**src/rtl/dff_pipe.sv**
```systemverilog
// Tapped shift-register delay line: DEPTH stages of WIDTH-bit data plus a valid tag,
// with a run-time selectable output tap and a registered count of valid words.
module dff_pipe #(
    parameter int                 WIDTH     = 8,
    parameter int                 DEPTH     = 4,
    parameter logic [WIDTH-1:0]   RESET_VAL = '0,
    localparam int                CW        = $clog2(DEPTH) + 1
) (
    input  logic             clk,
    input  logic             rst_n,
    input  logic             en,
    input  logic             flush,
    input  logic [WIDTH-1:0] d_in,
    input  logic             d_valid,
    input  logic [CW-1:0]    tap_sel,
    output logic [WIDTH-1:0] q_out,
    output logic             q_valid,
    output logic [CW-1:0]    occupancy
);

    localparam logic [CW-1:0] DEPTH_CW = CW'(DEPTH);

    // Control: no handshake. Every rising edge with en=1 shifts one word in; flush=1 on
    // an edge clears all stages and wins over en; en=0 and flush=0 holds everything.
    logic [WIDTH-1:0] s [DEPTH];
    logic [DEPTH-1:0] v;
    logic [CW-1:0]    occ_q;
    logic [CW-1:0]    occ_d;
    logic [CW-1:0]    tap_idx;

    always_comb begin
        occ_d = occ_q;
        if (d_valid && !v[DEPTH-1]) begin
            occ_d = occ_q + CW'(1);
        end else if (!d_valid && v[DEPTH-1]) begin
            occ_d = occ_q - CW'(1);
        end
    end

    always_ff @(posedge clk or negedge rst_n) begin
        if (!rst_n) begin
            for (int k = 0; k < DEPTH; k++) begin
                s[k] <= RESET_VAL;
            end
            v     <= '0;
            occ_q <= '0;
        end else if (flush) begin
            for (int k = 0; k < DEPTH; k++) begin
                s[k] <= RESET_VAL;
            end
            v     <= '0;
            occ_q <= '0;
        end else if (en) begin
            s[0] <= d_in;
            for (int k = 1; k < DEPTH; k++) begin
                s[k] <= s[k-1];
            end
            v     <= {v[DEPTH-2:0], d_valid};
            occ_q <= occ_d;
        end
    end

    // Out-of-range taps (0 or beyond DEPTH) read the last stage.
    always_comb begin
        tap_idx = DEPTH_CW - CW'(1);
        if (tap_sel != '0 && tap_sel <= DEPTH_CW) begin
            tap_idx = tap_sel - CW'(1);
        end
    end

    always_comb begin
        q_out   = s[0];
        q_valid = v[0];
        for (int k = 0; k < DEPTH; k++) begin
            if (tap_idx == CW'(k)) begin
                q_out   = s[k];
                q_valid = v[k];
            end
        end
    end

    assign occupancy = occ_q;

endmodule

```
**config.mk**
```make
export PLATFORM = sky130hd
export DESIGN_NAME = dff_pipe
export DESIGN_NICKNAME = d
export VERILOG_FILES = /design/src/rtl/dff_pipe.sv
export SDC_FILE = /design/constraint.sdc
export NUM_CORES = 1
export LEC_CHECK = 0
export ABC_AREA = 1
export BUFFER_PORTS_ARGS = -buffer_cell sky130_fd_sc_hd__buf_4
export CORE_MARGIN = 5
export CORE_UTILIZATION = 37
export DETAILED_ROUTE_END_ITERATION = 6
export PLACE_DENSITY_LB_ADDON = 0.05
export SYNTH_ARGS = -nofsm -noshare
export SYNTH_HDL_FRONTEND = slang
export SYNTH_SLANG_ARGS = --single-unit
```
**constraint.sdc**
```tcl
create_clock -name clk -period 3.22 [get_ports clk]
set_clock_uncertainty 0.05 [all_clocks]
set_input_delay 0.161 -clock clk [delete_from_list [all_inputs] [get_ports clk]]
set_output_delay 0.161 -clock clk [all_outputs]
set_load 0.005 [all_outputs]
```
-- Yosys cells after proc, flatten, opt, wreduce, memory -nomap -nowiden
Index checks and enable logic that the tools add are counted.
- bits in registers: 39
- output and inout port bits: 12
- word-level logic and storage cells: 37
- input port bits: 16
- $lt $le $gt $ge: 1
- multiplexer cells: 15
- reduce and logical (&&, ||, !) cells: 9
- eq/ne operators: 3
- add/sub/neg operators: 3
- operator list (operator ; count):
    $mux W32 ; 2
    $mux W8 ; 3
    $mux W3 ; 5
    $mux W4 ; 2
    $eq A3 B2 Y1 const B ; 2
    $reduce_bool A3 Y1 ; 2
    $sub A3 B1 Y3 const B ; 2
    $add A3 B1 Y3 const B ; 1
    $eq A3 B1 Y1 const B ; 1
    $le A3 B3 Y1 const B ; 1
    $logic_and A1 B1 Y1 ; 3
    $mux W1 ; 3
    $logic_not A1 Y1 ; 2
    $reduce_and A2 Y1 ; 1
    $reduce_bool A2 Y1 ; 1

-- Logic depth before layout (Yosys ltp)
Gate-level depths: netlist of run 1.
- depth in word-level cells: 7
- gate-level depth with buffers: 11
- mapped depth without buffers: 11

-- Least setup slack after synthesis of run 1
Ideal clock, no wire load.
- path type: register -> register
- from: register v[3]
- to: register occ_q[2], in the netlist occupancy[2]
- data required time: 3.047 ns
- buffers on the path: 0
- slack: 1.772 ns
- library setup time: 0.123 ns
- period minus slack after synthesis: 1.448 ns
- data arrival time: 1.275 ns
- stages on the path, launching flop included: 7
- cell sequence: dfrtp_1 > or2_1 > inv_1 > fa_1 > xnor2_1 > xnor2_1 > o21ai_1
- longest elaborated chain between the ends: 5
- elaborated cells on any way between the ends: 8
- classes of those cells: mux: 3; reduce/logical: 5
- ends and longest elaborated chain (item ; RTL line ; RTL):
    start, declared ; 26 ; logic [DEPTH-1:0] v;
    start signal, assigned ; 58 ; v <= {v[DEPTH-2:0], d_valid};
    $logic_not A1 Y1 ; 33 ; if (d_valid && !v[DEPTH-1]) begin
    $logic_and A1 B1 Y1 ; 33 ;
    $mux W3 ; 33 ;
    $mux W3 ; 53 ; end else if (en) begin
    $mux W3 ; 47 ; end else if (flush) begin
    end signal, assigned ; 46 ; occ_q <= '0;
    end signal, assigned ; 52 ; occ_q <= '0;
    end signal, assigned ; 59 ; occ_q <= occ_d;
    end, declared ; 27 ; logic [CW-1:0] occ_q;
Several ways; a longest one is shown, not always the timed one. The select of a mux whose other input is x is not followed.
A chain may end at the register's enable or synchronous reset.

-- Final worst setup path of run 1
- from: input port tap_sel[0]
- to: output port q_out[4]
- longest elaborated chain between the ends: 7
- elaborated cells on any way between the ends: 11
- classes of those cells: add/sub: 1; order compare: 1; eq/ne: 3; mux: 4; reduce/logical: 2
- ends and longest elaborated chain (item ; RTL line ; RTL):
    start, declared ; 15 ; input logic [CW-1:0] tap_sel,
    $le A3 B3 Y1 / $reduce_bool A3 Y1 (equally long branches) ; 66 ; if (tap_sel != '0 && tap_sel <= DEPTH_CW) begin
    $logic_and A1 B1 Y1 ; 66 ;
    $mux W3 (*) ; 66 ;
    $eq A3 B1 Y1 ; 75 ; if (tap_idx == CW'(k)) begin
    $mux W8 (2 in a row) ; 75 ;
    $mux W8 (*) ; 75 ;
    end, declared ; 16 ; output logic [WIDTH-1:0] q_out,
Mark *: on every way between the ends. The rest lies on a longest branch, timed or not.

==> results of run 1 <==
## cell usage in the layout (no fill, tap or decap), types with 4 or more instances in the layout
cell type  count
a21oi_1        6
nand2_2        5
nand3_1       28
nand4_1        9
o21ai_0       20
dfrtp_1       39
o21ai_1       19
buf_4         27
inv_2          4
inv_1         27
nand2_1       63
o22ai_1        4
clkbuf_8       7
## metal layers
metal	GRT usage [%]	wire length, microns
met5	0	0
met4	4.39	69
met3	3.53	169
met2	25.7	2330
met1	19.8	2470
## power by group
group	internal [mW]	leakage, nW	switching [mW]
logic	0.0607	0.553	0.109
registers	0.508	0.531	0.0116
clock network	0.196	0.0515	0.165
## flip-flops by register name (all words and copies together) (netlist names)
name,count
s,32
v,4
occupancy,3
## critical path: cells and delay by family
family / cells / cell delay (ns)
AND/OR/NAND/NOR: 6 / 0.87
buffers and inverters: 4 / 0.40
adder cells (fa/ha/maj): 1 / 0.21
AO/OA/AOI/OAI: 1 / 0.16
## metrics by stage
| step | hold WS, ns | area [sq um] |
|---|---|---|
| finish | 0.0292 | 2390 |
| global route | 0.0264 | 2390 |
| CTS | 0.0155 | 2390 |
| detailed placement | 0.118 | 2280 |
| global placement | 0.124 | 2280 |
| floorplan | -0.185 | 2040 |
## what timing repair did
action,4_1_cts,5_1_grt
hold buffers,1,0
setup endpoints to repair,0,0
endpoints found under the hold margin,39,0
## worst max path at each step
stage          cells after the start              from                  endpoint  slack [ns]
2_1_floorplan                      6  v[3]$_DFFE_PN0P_  occupancy[2]$_DFFE_PN0P_        1.77
3_3_place_gp                      11        tap_sel[0]                  q_out[1]        1.27
3_5_place_dp                      11        tap_sel[0]                  q_out[7]        1.21
4_1_cts                           11        tap_sel[0]                  q_out[7]        1.20
5_1_grt                           12        tap_sel[0]                  q_out[4]        0.99
6_report                          12        tap_sel[0]                  q_out[4]        1.20
## area by class of cell
class	instances	area (sq um)	area share [%]
well taps	72	90.1	3.78
clock buffers	8	100	4.20
inverters	32	123	5.14
repair buffers	28	213	8.91
multi-input cells	170	885	37.1
flip-flops and latches	39	976	40.9
## cell families (layout without fill, tap and decap cells)
| kind of cell | after synthesis | count (layout) |
|---|---|---|
| buf+inv | 42 | 68 |
| flops | 39 | 39 |
| simple gates | 114 | 114 |
| compound gates | 51 | 51 |
| xor+xnor | 2 | 2 |
| fa+ha+maj | 3 | 3 |
==> impl_metrics.py, run 1 <==
metrics = {
    "critical_path": {
        "cp.required_ns": 3.01,
        "worstPathCellList": "buf_4 > inv_1 > ha_1 > inv_1 > nand2_2 > nand2_2 > nand2_2 > nand2_1 > o21ai_0 > nand2_1 > nand2_1 > buf_4",
        "critPathKind": "input port to output pin",
        "timing.rr.end": "occupancy[2]$_DFFE_PN0P_",
        "r2r_start": "v[3]$_DFFE_PN0P_",
        "worstPathMaxFanout": 11,
        "slowest_delay_ns": 0.33,
        "crit_path_top_delay_cell": "nand2_1",
        "cp-start-kind": "input port",
        "r2r_slack_ns": 1.68,
        "cp-end-kind": "output pin",
        "cp_data_arrival_time_ns": 1.81,
        "worstRegToRegCells": 6,
    },
    "final_layout": {
        "drive_gt1_share_pct": 18.4,
        "area_growth_pct": 16.9,
        "final_nets": 295,
        "final_util_pct": 43.9,
        "fin_cells": 349,
        "antenna_cells": 0,
        "fill_cells": 549,
    },
    "cts": {
        "post-cts-setup-buffers": 0,
        "cts_tree": "done",
        "clk-insertion-delay-late_ns": 0.29,
        "cts_resized": 0,
        "cts-htree-levels": 2,
        "cts.path.max_buffers": 2,
        "clockRootBuffer": "clkbuf_8",
        "clock-sinks": 39,
        "clk_pin_slew_worst_paths_ns": 0.07,
        "cts_buffers": 5,
    },
    "outcome": {
        "outcome": "completed",
    },
    "sta": {
        "slew_headroom_pct": 57.3,
        "period_needed_ns": 2.02,
        "setup-violations-final": 0,
        "hold_viol": 0,
        "finalMaxSlewViolations": 0,
        "rsz0062_at_grt": "no",
        "period_share_pct": 62.7,
        "fin_setup_tns_ns": 0,
        "worstMarginPinSlew_ns": 0.640,
        "fmax_mhz": 495,
        "fin_ws_ns": 1.20,
    },
    "synthesis": {
        "syn_area_sq_um": 2040,
        "async_reset_ff_share_pct": 100,
        "synth_area_leader_cell": "dfrtp_1",
        "ys_seq_elements": 39,
        "synthTopCellsByArea": "dfrtp_1 48%, nand2_1 12%, nand3_1 6.9%, inv_1 5.0%, o21ai_0 4.9%",
        "synth_mux_area_share_pct": 0,
        "synth_nets": 270,
        "synthTopCellsByCount": "63 x nand2_1, 39 x dfrtp_1, 28 x nand3_1",
        "syn_inst": 251,
        "synth_edf_count": 0,
        "synth_compound_area_share_pct": 13.1,
        "synth_most_common_cell": "nand2_1",
        "ys_seq_area_share_pct": 47.8,
        "ys_types": 27,
        "netlist.area_leader.share_pct": 47.8,
        "synth_top_family_by_area": "simple AND/OR/NAND/NOR gates",
        "yosys_warnings": 0,
        "synth-simple-area-share_pct": 27.2,
        "postSynthAreaPerCell_sq_um": 8.14,
        "synthAdderAreaFrac_pct": 2.21,
        "synth_flop_cell": "dfrtp_1",
        "synthXorXnorAreaFrac_pct": 0.858,
    },
    "run": {
        "maxCapViolations": 0,
    },
    "power": {
        "power_mw": 1.05,
        "irDropWorstVdd_uv": 192,
        "leakage_nw": 1.14,
        "p_per_area_nw_per_um2": 440,
    },
    "grt": {
        "track_usage_pct": 15.3,
        "grt_pass1_vias": 1737,
        "grt_overflow": 0,
        "antenna_found_initial": 0,
        "grt_pass1_wl_microns": 8580,
        "grt_max_degree": 40,
    },
    "floorplanning": {
        "start_util_pct": 37.5,
        "placement_rows": 27,
        "dieWidth_microns": 84.3,
        "io_pins": 28,
        "core_sq_um": 5440,
        "die-area_sq_um": 7100,
        "dieHeight_microns": 84.3,
    },
    "placement": {
        "dp.cells": 340,
        "post-place-ws_ns": 1.21,
        "port_buffers": 27,
        "hpwl_microns": 3330,
        "place_congestion": 0.735,
    },
    "min_path": {
        "min_to": "v[1]$_DFFE_PN0P_",
        "hold_depth": 2,
        "hp-start": "flush",
        "min_path_type": "input port to flop",
    },
    "drt": {
        "wirelength_microns": 5050,
        "antenna_left": 0,
        "dr.pass1.iters": 4,
        "routedWlPerCell_microns": 14.5,
        "drtIter0Drc": 103,
        "avgViaCountPerCell": 4.85,
        "vias": 1692,
        "drcViolationCount": 0,
    },
}
Power figures use the tool's default switching activity.
==> run 2, diff against run 1 <==
==> constraint.sdc (replaced) <==
create_clock -name clk -period 2 [get_ports clk]
set_clock_uncertainty 0.05 [all_clocks]
set_input_delay 0.1 -clock clk [delete_from_list [all_inputs] [get_ports clk]]
set_output_delay 0.1 -clock clk [all_outputs]
set_load 0.005 [all_outputs]
==> impl_metrics.py, run 2 (synthesis results as in run 1) <==
metrics = {
    "power": {
        "p_int_mw": 1.17,
        "pwr-share-comb_pct": 17.4,
        "p_sw_mw": 0.476,
        "leakage_nw": 1.16,
        "switching_share_pct": 28.9,
        "p_per_area_nw_per_um2": 675,
        "power_mw": 1.65,
        "clockPowerShare_pct": 31.9,
        "irDropWorstVdd_uv": 279,
        "p_seq_share_pct": 50.8,
    },
    "critical_path": {
        "critPathKind": "input port to flop",
        "worstPathCellList": "dlygate4sd3_1 > buf_4 > nor2_2 > inv_2 > o21ai_0",
        "worst-path-buf-inv": 3,
        "cp.required_ns": 2.15,
        "path_delay_family": "buffers and inverters",
        "cp_data_arrival_time_ns": 1.82,
        "worstPathMaxFanout": 14,
        "crit_path_top_delay_cell": "dlygate4sd3_1",
        "slowest_delay_ns": 0.54,
        "cp-start-kind": "input port",
        "cp-end-kind": "flop",
    },
    "cts": {
        "clk_pin_slew_worst_paths_ns": 0.08,
        "clockRootBuffer": "clkbuf_8",
        "cts_resized": 0,
        "clk-insertion-delay-late_ns": 0.29,
        "clock-sinks": 39,
        "cts_tree": "done",
        "cts_buffers": 5,
        "cts.path.max_buffers": 2,
        "hold_buffers": 5,
        "cts-htree-levels": 2,
        "post-cts-setup-buffers": 0,
    },
    "final_layout": {
        "final_common_cell": "nand2_1",
        "regArea_sq_um": 976,
        "fin_cells": 357,
        "largest-register": "s",
        "drive_gt1_share_pct": 19.3,
        "fill_cells": 591,
        "multi_input_area_sq_um": 885,
        "area_growth_pct": 19.5,
        "final_nets": 303,
        "largest_reg_flops": 32,
        "antenna_cells": 0,
        "final_cell_mix": "63 x nand2_1, 39 x dfrtp_1, 31 x buf_4",
        "final_cell_area_sq_um": 2440,
    },
    "grt": {
        "grt_pass1_wl_microns": 8690,
        "grt_overflow": 0,
        "antenna_found_initial": 0,
        "grt_pass1_vias": 1742,
        "grt_max_degree": 40,
        "track_usage_pct": 15.4,
    },
    "sta": {
        "worstMarginPinSlew_ns": 0.663,
        "finalMaxSlewViolations": 0,
        "slew_headroom_pct": 55.8,
        "period_needed_ns": 1.66,
        "rsz0062_at_grt": "no",
        "fmax_mhz": 601,
        "period_share_pct": 83.1,
        "setup-violations-final": 0,
        "hold_slack_ns": 0.0101,
        "fin_setup_tns_ns": 0,
        "hold_viol": 0,
    },
    "floorplanning": {
        "core_sq_um": 5440,
        "dieWidth_microns": 84.3,
        "io_pins": 28,
        "dieHeight_microns": 84.3,
        "die-area_sq_um": 7100,
        "start_util_pct": 37.5,
        "placement_rows": 27,
    },
    "drt": {
        "wirelength_microns": 5070,
        "drcViolationCount": 0,
        "avgViaCountPerCell": 4.92,
        "vias": 1756,
        "dr.pass1.iters": 4,
        "drtIter0Drc": 105,
        "antenna_left": 0,
        "routedWlPerCell_microns": 14.2,
    },
    "placement": {
        "place_congestion": 0.740,
        "dp.cells": 344,
        "post_dp_cell_area_sq_um": 2310,
        "hpwl_microns": 3380,
        "port_buffers": 27,
    },
    "outcome": {
        "outcome": "completed",
    },
    "min_path": {
        "min_path_type": "input port to flop",
    },
    "run": {
        "maxCapViolations": 0,
    },
}
[run 2: cell types whose count changed in the layout (fill, tap and decap cells not counted), sizes merged]
cell	change
buf	+4
dlygate4sd3	+4
clkbuf	-2
clkinv	+1
clkinvlp	+1
[run 2: metrics by stage]
step | worst slack, ns | util, %
CTS | 0.303 | 44.9
global placement | 0.365 | 42.4
floorplan | 0.552 | -
detailed placement | 0.353 | 42.4
global route | 0.213 | 44.9
finish | 0.337 | 44.9
[run 2: power by group through the flow]
stage                     registers, mW  logic, mW  clock network (mW)
after floorplan                   0.849      0.167                   0
after global placement            0.852      0.283                   0
after detailed placement          0.852      0.283                   0
after CTS                         0.837      0.292               0.548
after global routing              0.842      0.324               0.583
final                             0.836      0.286               0.525
[run 2: area by class of cell]
| cell class | count | share of cell area [%] |
|---|---|---|
| clock buffer | 6 | 2.97 |
| clock inverter | 2 | 0.513 |
| inverter | 32 | 5.02 |
| multi-input combinational | 170 | 36.2 |
| sequential | 39 | 40.0 |
| tap | 72 | 3.69 |
| timing repair buffer | 36 | 11.6 |
[run 2: metal layers]
| metal | GRT usage (%) | vias to the layer above | share of wire [%] |
|---|---|---|---|
| li1 | - | 889 | - |
| met1 | 21.3 | 826 | 47 |
| met2 | 24.5 | 36 | 48 |
| met3 | 3.24 | 5 | 4.1 |
| met4 | 4.39 | 0 | 0.95 |
| met5 | 0 | - | 0 |
[run 2: worst paths after layout]
check / start / endpoint / cells past startpoint / slack (ns)
max in group asynchronous: rst_n / s[9]$_DFFE_PN0P_ / 2 / 1.28
worst max-delay path: flush / s[13]$_DFFE_PN0P_ / 5 / 0.34
worst min-delay path: d_valid / v[0]$_DFFE_PN0P_ / 3 / 0.01
worst min register to register: s[2]$_DFFE_PN0P_ / s[2]$_DFFE_PN0P_ / 2 / 0.44
worst max register to register: v[3]$_DFFE_PN0P_ / occupancy[2]$_DFFE_PN0P_ / 6 / 0.47
min in group asynchronous: rst_n / s[4]$_DFFE_PN0P_ / 2 / 0.28
[run 2: worst reg2reg max path: stages (launching register included)]
cell and delay (ns):
dfrtp_1 0.38, or2_1 0.16, inv_1 0.06, fa_1 0.38, xnor2_1 0.18, xnor2_1 0.14, o21ai_1 0.08
==> run 3, diff against run 2 <==
==> constraint.sdc (replaced) <==
create_clock -name clk -period 1.6 [get_ports clk]
set_clock_uncertainty 0.05 [all_clocks]
set_input_delay 0.08 -clock clk [delete_from_list [all_inputs] [get_ports clk]]
set_output_delay 0.08 -clock clk [all_outputs]
set_load 0.005 [all_outputs]
==> impl_metrics.py, run 3 (synthesis results as in run 1) <==
metrics = {
    "placement": {
        "post-place-ws_ns": 0.0689,
        "port_buffers": 27,
        "dp.cells": 354,
        "place_congestion": 0.763,
        "hpwl_microns": 3610,
        "post_dp_cell_area_sq_um": 2380,
    },
    "floorplanning": {
        "die-area_sq_um": 7100,
        "placement_rows": 27,
        "dieHeight_microns": 84.3,
        "io_pins": 28,
        "dieWidth_microns": 84.3,
        "start_util_pct": 37.5,
        "core_sq_um": 5440,
    },
    "drt": {
        "drcViolationCount": 0,
        "wirelength_microns": 5220,
        "antenna_left": 0,
        "drtIter0Drc": 61,
        "routedWlPerCell_microns": 14.0,
        "avgViaCountPerCell": 4.79,
        "dr.pass1.iters": 4,
        "vias": 1785,
    },
    "sta": {
        "finalMaxSlewViolations": 0,
        "fmax_mhz": 659,
        "period_share_pct": 94.8,
        "hold_viol": 1,
        "fin_ws_ns": 0.0829,
        "worstMarginPinSlew_ns": 0.519,
        "period_needed_ns": 1.52,
        "fin_setup_tns_ns": 0,
        "setup-violations-final": 0,
        "slew_headroom_pct": 65.4,
        "hold_slack_ns": -0.00125,
    },
    "final_layout": {
        "area_growth_pct": 26.5,
        "largest-register": "s",
        "largest_reg_flops": 32,
        "antenna_cells": 0,
        "final_cell_area_sq_um": 2580,
        "final_common_cell": "nand2_1",
        "drive_gt1_share_pct": 22.6,
        "final_cell_mix": "63 x nand2_1, 42 x buf_4, 39 x dfrtp_1",
        "fin_cells": 373,
        "final_util_pct": 47.5,
        "final_nets": 319,
    },
    "grt": {
        "grt_max_degree": 40,
        "grt_overflow": 0,
        "grt_pass1_wl_microns": 9030,
        "grt_pass1_vias": 1870,
        "top_usage_layer": "met2",
        "met2_usage_pct": 27.0,
        "grt_use_met3_pct": 3.34,
        "grt_use_met1_pct": 20.8,
        "track_usage_pct": 15.9,
        "antenna_found_initial": 0,
    },
    "power": {
        "irDropWorstVdd_uv": 478,
        "power_mw": 2.12,
        "p_per_area_nw_per_um2": 820,
        "leakage_nw": 1.25,
    },
    "critical_path": {
        "cp-end-kind": "flop",
        "r2r_slack_ns": 0.08,
        "cp_data_arrival_time_ns": 1.66,
        "critPathKind": "flop to flop",
        "cp-start-kind": "flop",
        "worstPathMaxFanout": 4,
        "cp.required_ns": 1.74,
    },
    "cts": {
        "clock-sinks": 39,
        "clockRootBuffer": "clkbuf_8",
        "clk_pin_slew_worst_paths_ns": 0.09,
        "cts.path.max_buffers": 2,
        "clk-insertion-delay-late_ns": 0.30,
        "cts_buffers": 5,
        "cts_tree": "done",
        "cts-htree-levels": 2,
    },
    "outcome": {
        "violations": "negative hold slack",
        "outcome": "complete, but fails checks",
    },
    "min_path": {
        "min_path_type": "input port to flop",
    },
    "run": {
        "maxCapViolations": 0,
    },
}
## run 3: power breakdown
part	switching, mW	total (mW)	internal (mW)
combinational	0.227	0.399	0.173
clock	0.367	0.672	0.305
sequential	0.0251	1.05	1.02
## run 3: critical path, stage by stage (launching register included)
cell and delay (ns):
dfrtp_1 0.39, or2_4 0.15, inv_1 0.05, fa_1 0.40, xnor2_2 0.16, xnor2_1 0.14
o21ai_1 0.08
## run 3: final timing paths
check | from | to | cells after the start
setup / recovery | v[3]$_DFFE_PN0P_ | occupancy[2]$_DFFE_PN0P_ | 6
setup reg to reg | v[3]$_DFFE_PN0P_ | occupancy[2]$_DFFE_PN0P_ | 6
max in group asynchronous | rst_n | s[1]$_DFFE_PN0P_ | 2
min in group asynchronous | rst_n | s[14]$_DFFE_PN0P_ | 2
hold / removal | d_in[2] | s[26]$_DFFE_PN0P_ | 3
hold reg to reg | s[1]$_DFFE_PN0P_ | s[1]$_DFFE_PN0P_ | 2
## run 3: metal layers
layer	up-vias	wire length, microns
li1	918	-
met1	846	2580
met2	19	2480
met3	2	136
met4	0	30
met5	-	0
## run 3: area by class of cell
class | count | area (sq um)
Clock inverter | 2 | 12.5
Multi-Input combinational cell | 170 | 895
Timing Repair Buffer | 52 | 415
Tap cell | 72 | 90.1
Fill cell | 562 | 2860
Inverter | 32 | 123
Clock buffer | 6 | 72.6
Sequential cell | 39 | 976
## run 3: repair_timing
action | in CTS | in global routing
hold buffers | 10 | 0
buffers inserted | 0 | 1
gates resized for setup | 0 | 2
hold endpoints to repair | 48 | 0
setup endpoints to repair | 0 | 1
